$ cat src/rtl/ras_ckpt_q.sv
`default_nettype none
// +----------------------------------------------------------------------------+
// | ras_ckpt_q : RAS checkpoint FIFO; snapshots pointer/top per branch,        |
// |              retires in order, emits a one-cycle restore on a mispredict.  |
// | Option macro: RAS_CKPT_TOP_EN (store and restore the top-of-stack value).  |
// | Rev 1.0                                                                    |
// +----------------------------------------------------------------------------+
module ras_ckpt_q #(
  parameter int XLEN  = 32,
  parameter int PTR_W = 3,
  parameter int DEPTH = 4,
  parameter int TAG_W = 3
) (
  input  logic                     clk,
  input  logic                     reset,
  input  logic                     flush,
  input  logic                     alloc_valid,
  output logic                     alloc_ready,
  input  logic [PTR_W-1:0]         alloc_ptr,
  input  logic [XLEN-1:0]          alloc_top,
  output logic [TAG_W-1:0]         alloc_tag,
  input  logic                     resolve_valid,
  input  logic [TAG_W-1:0]         resolve_tag,
  input  logic                     resolve_mispredict,
  output logic                     restore_valid,
  output logic [PTR_W-1:0]         restore_ptr,
  output logic [XLEN-1:0]          restore_top,
  output logic                     tag_err,
  output logic [$clog2(DEPTH):0]   count
);

  localparam int IDX_W = $clog2(DEPTH);
  localparam int CNT_W = IDX_W + 1;
  localparam logic [CNT_W-1:0] c_DEPTH_CNT = CNT_W'(DEPTH);

  logic [PTR_W-1:0] ptr_mem_q [DEPTH];
  logic [TAG_W-1:0] tag_mem_q [DEPTH];

  logic [IDX_W-1:0] head_q, head_d, tail_q, tail_d;
  logic [CNT_W-1:0] count_q, count_d;
  logic [TAG_W-1:0] tag_cnt_q, tag_cnt_d;
  logic             tag_err_q, tag_err_d;
  logic             restore_valid_q;
  logic [PTR_W-1:0] restore_ptr_q;

  logic w_mispredict, w_head_hit, w_accept, w_pop, w_restore, w_empty;

  always_comb begin
    w_mispredict = resolve_valid && resolve_mispredict;
    w_head_hit   = (count_q != '0) && (tag_mem_q[head_q] == resolve_tag);
    // A same-cycle correct resolve does not free a slot for this cycle's alloc.
    alloc_ready  = (count_q < c_DEPTH_CNT) && !flush && !w_mispredict;
    w_accept     = alloc_valid && alloc_ready;
    w_pop        = !flush && resolve_valid && !resolve_mispredict && w_head_hit;
    w_restore    = !flush && w_mispredict && w_head_hit;
    w_empty      = flush || w_mispredict;

    head_d    = head_q;
    tail_d    = tail_q;
    count_d   = count_q;
    tag_cnt_d = tag_cnt_q;
    tag_err_d = tag_err_q | (!flush && resolve_valid && !w_head_hit);

    if (w_empty) begin
      head_d  = '0;
      tail_d  = '0;
      count_d = '0;
    end else begin
      if (w_accept) tail_d = tail_q + IDX_W'(1);
      if (w_pop)    head_d = head_q + IDX_W'(1);
      count_d = count_q + CNT_W'(w_accept) - CNT_W'(w_pop);
    end

    // Tag counter is never rewound by a mispredict or flush.
    if (w_accept) tag_cnt_d = tag_cnt_q + TAG_W'(1);
  end

  always_ff @(posedge clk or posedge reset) begin
    if (reset) begin
      head_q          <= '0;
      tail_q          <= '0;
      count_q         <= '0;
      tag_cnt_q       <= '0;
      tag_err_q       <= 1'b0;
      restore_valid_q <= 1'b0;
      restore_ptr_q   <= '0;
    end else begin
      head_q          <= head_d;
      tail_q          <= tail_d;
      count_q         <= count_d;
      tag_cnt_q       <= tag_cnt_d;
      tag_err_q       <= tag_err_d;
      restore_valid_q <= w_restore;
      if (w_restore) restore_ptr_q <= ptr_mem_q[head_q];
    end
  end

  always_ff @(posedge clk) begin
    if (w_accept) begin
      ptr_mem_q[tail_q] <= alloc_ptr;
      tag_mem_q[tail_q] <= tag_cnt_q;
    end
  end

`ifdef RAS_CKPT_TOP_EN
  logic [XLEN-1:0] top_mem_q [DEPTH];
  logic [XLEN-1:0] restore_top_q;

  always_ff @(posedge clk) begin
    if (w_accept) top_mem_q[tail_q] <= alloc_top;
  end

  always_ff @(posedge clk or posedge reset) begin
    if (reset)          restore_top_q <= '0;
    else if (w_restore) restore_top_q <= top_mem_q[head_q];
  end

  assign restore_top = restore_top_q;
`else
  logic w_unused_top;
  assign w_unused_top = ^alloc_top;
  assign restore_top  = '0;
`endif

  assign alloc_tag     = tag_cnt_q;
  assign restore_valid = restore_valid_q;
  assign restore_ptr   = restore_ptr_q;
  assign tag_err       = tag_err_q;
  assign count         = count_q;

endmodule
`default_nettype wire

$ cat config.mk
export PLATFORM = sky130hd
export DESIGN_NAME = ras_ckpt_q
export DESIGN_NICKNAME = d
export VERILOG_FILES = /design/src/rtl/ras_ckpt_q.sv
export SDC_FILE = /design/constraint.sdc
export NUM_CORES = 1
export LEC_CHECK = 0
export ABC_CLOCK_PERIOD_IN_PS = 4700
export CAP_MARGIN = 20
export CORE_ASPECT_RATIO = 1.2
export CORE_MARGIN = 1
export CORE_UTILIZATION = 45
export DETAILED_ROUTE_END_ITERATION = 10
export GPL_ROUTABILITY_DRIVEN = 0
export PLACE_DENSITY = 0.95
export SLEW_MARGIN = 20
export SYNTH_ARGS = -nofsm -noshare
export SYNTH_HDL_FRONTEND = slang
export SYNTH_SLANG_ARGS = --single-unit
$ cat constraint.sdc
create_clock -name clk -period 4.7 [get_ports clk]
set_input_delay 0.94 -clock clk [delete_from_list [all_inputs] [get_ports clk]]
set_output_delay 0.94 -clock clk [all_outputs]
set_load 0.02 [all_outputs]
==> run metrics <==
DR vias 1102; clk buf depth 2; crit-path cells clkdlybuf4s50_1, and2b_1, mux2_2, o21ai_0, nor4_1, ha_1, inv_1, ha_1, inv_1, fa_1, xor2_1, xnor2_1, nor2_1; gr ovfl total 0; cell taking the most area after synthesis edfxtp_1; die footprint 4790 sq um; worst path required time 4.87 ns; Max VDD drop 0.305 mV; CP Max Fanout 5; Clock transition at path regs 0.07 ns; Primary FF master, synth edfxtp_1; post-synthesis cell area 2030 sq um; Final Skew 0.00111 ns; Post-Synth Simple-Gate Area 9.49%; sequential area share after synthesis 54.0%; DRT Pass-1 Iters 4; Core ar. 4290 sq um; drt drc 0; number of distinct library cells after synthesis 38; Hold Path Class reg -> reg; Ys Warns 0; CP top delay family adder cells; hold-fix buffers at CTS 0; Largest stage delay, worst path 0.57 ns; Gates resized, CTS repair 0; Clock Latency Late Sink 0.29 ns; max_slew headroom 52.0%; H-tree Lvls 2; final wirelength 3.01 mm; adder-cell area share of the yosys netlist 5.30%; placed cell count 232; complex-gate fraction of the synthesized area 3.64%; most frequent cell after synthesis buf_4; average routed wire per standard cell 12.6 um; Finished Layout Cells 240; antenna violations before repair 0; Crit Path Category in -> reg; TNS Setup 0 ns; number of global-route vias before repair 1046; fmax 276 MHz; root buffer cell clkbuf_8; n_diodes 0; nets 235; DP Wirelength 2.23 mm; # clock sinks 39; Final period util 77.1%; largest net degree at the start of global routing 16; status completed; CTS tree built; area growth from synthesis to layout 12.3%; Crit-path slowest cell o21ai_0; Slew @ Worst Pin 0.712 ns; mean area per synthesized cell 13.0 sq um; number of synthesized register bits 39; EDFF count, synth 24; DR iter-0 viols 22; postcts setup bufs 0; asr flop ratio synth 38.5%; post-route ant nets 0; synth top area cells edfxtp_1 35%, dfrtp_1 18%, buf_4 12%, mux4_2 4.4%, ha_1 4.3%; via/cell ratio 4.59; post-synthesis mux area share 9.67%; PortBufs 23; largest family of logic cells by synthesized area buffers and inverters; row count 26; Critical Path AT 3.79 ns; Post-Synth XOR/XNOR Area 2.96%; fill count 364; Hold Vio Cnt, Final 0; Initial Util 47.3%; Tot GR Track Use 14.0%; Worst Setup Start Kind primary input; endpoints failing setup 0; total area of sequential cells 1100 sq um; LEAKAGE 0.000907 uW; first-pass GRT wire length 4.75 mm; Post-Syn Instances 156; Worst setup EP type flip-flop; I/O pin count 88; top cells by count, synth 33 x buf_4, 24 x edfxtp_1, 15 x dfrtp_1, 10 x inv_1, 8 x nor2_1; max-slew violations 0; final worst path period need 3.62 ns; die height 75.6 um; Die Span X 63.3 um; Multi-input gate area 751 sq um; RSZ-0062 raised after global routing false; layout cells sized above 1 13.0%; pwr dens 350 nW/um^2; WP buf/inv 3; Max-cap violations 0; TritonCTS buffer count 5; post-synth top area share 35.5%
[stage by stage]
| stage | utilization, % | power (uW) | hold slack (ns) | setup WS [ns] | instance area, sq um |
|---|---|---|---|---|---|
| 5_1_grt | 53.1 | 843 | 0.506 | 0.801 | 2280 |
| 4_1_cts | 53.1 | 807 | 0.485 | 1.05 | 2280 |
| 6_report | 53.1 | 799 | 0.484 | 1.08 | 2280 |
| 3_5_place_dp | 51.0 | 590 | 0.465 | 0.810 | 2190 |
| 3_3_place_gp | 51.0 | 584 | 0.466 | 0.847 | 2190 |
| 2_1_floorplan | - | 546 | 0.562 | 1.50 | 2150 |
[logic make-up (layout without fill, tap and decap cells)]
| logic type | after synthesis | in the layout |
|---|---|---|
| AO/OA/AOI/OAI | 11 | 11 |
| XOR/XNOR | 6 | 6 |
| adder cells (fa/ha/maj) | 8 | 8 |
| buffers and inverters | 45 | 42 |
| flip-flops | 39 | 39 |
| multiplexers | 14 | 14 |
| other | 1 | 32 |
| AND/OR/NAND/NOR | 32 | 32 |
[worst reg2reg max path: stages (launching register included)]
cell,delay [ns]
dfrtp_1,0.59
mux2i_1,0.31
mux2_2,0.38
o21ai_0,0.57
nor4_1,0.12
ha_1,0.30
inv_1,0.05
ha_1,0.12
inv_1,0.05
fa_1,0.37
xor2_1,0.17
xnor2_1,0.14
nor2_1,0.06
[worst paths after layout]
path	from	endpoint	slack (ns)	cells past startpoint
hold reg to reg	tag_err	tag_err	0.48	1
hold / removal	tag_err	tag_err	0.48	1
min in group asynchronous	reset	tail_q[0]	1.02	2
max in group asynchronous	reset	restore_ptr[1]	3.30	2
setup / recovery	resolve_tag[2]	count[2]	1.08	13
setup reg to reg	head_q[1]	count[2]	1.35	12
[state kept, by name, indices dropped and copies added, names as in the netlist]
signal / count
tag_err: 1
restore_valid: 1
alloc_tag: 3
count: 3
head_q: 2
tag_mem_q: 12
tail_q: 2
restore_ptr: 3
ptr_mem_q: 12
[layout make-up]
cell class | instances | area share, %
clock inverter | 3 | 0.878
clock buffer | 5 | 3.02
sequential | 39 | 48.1
tap | 56 | 3.07
multi-input combinational | 103 | 32.9
inverter | 10 | 1.65
timing repair buffer | 24 | 10.4
[layout by cell type, fill, tap and decap left out, types with 5 or more instances in the layout]
cell type and n:
edfxtp_1 24, dfrtp_1 15, clkdlybuf4s50_1 23, nor2_1 8
conb_1 32, ha_1 7, inv_1 10, mux2i_1 5
clkbuf_8 5, mux2_2 5
[power breakdown]
part | switching (uW) | internal [uW]
combinational | 85.2 | 64.1
clock | 113 | 103
sequential | 28.6 | 405
[per-layer routing]
layer	GRT usage [%]	wire, um	vias to the layer above
met2	23.9	1570	34
met3	3.59	123	9
met1	15.2	1190	533
li1	-	-	526
met5	0	0	-
met4	10.6	133	0
No activity file was read; power rests on OpenSTA's default activity.
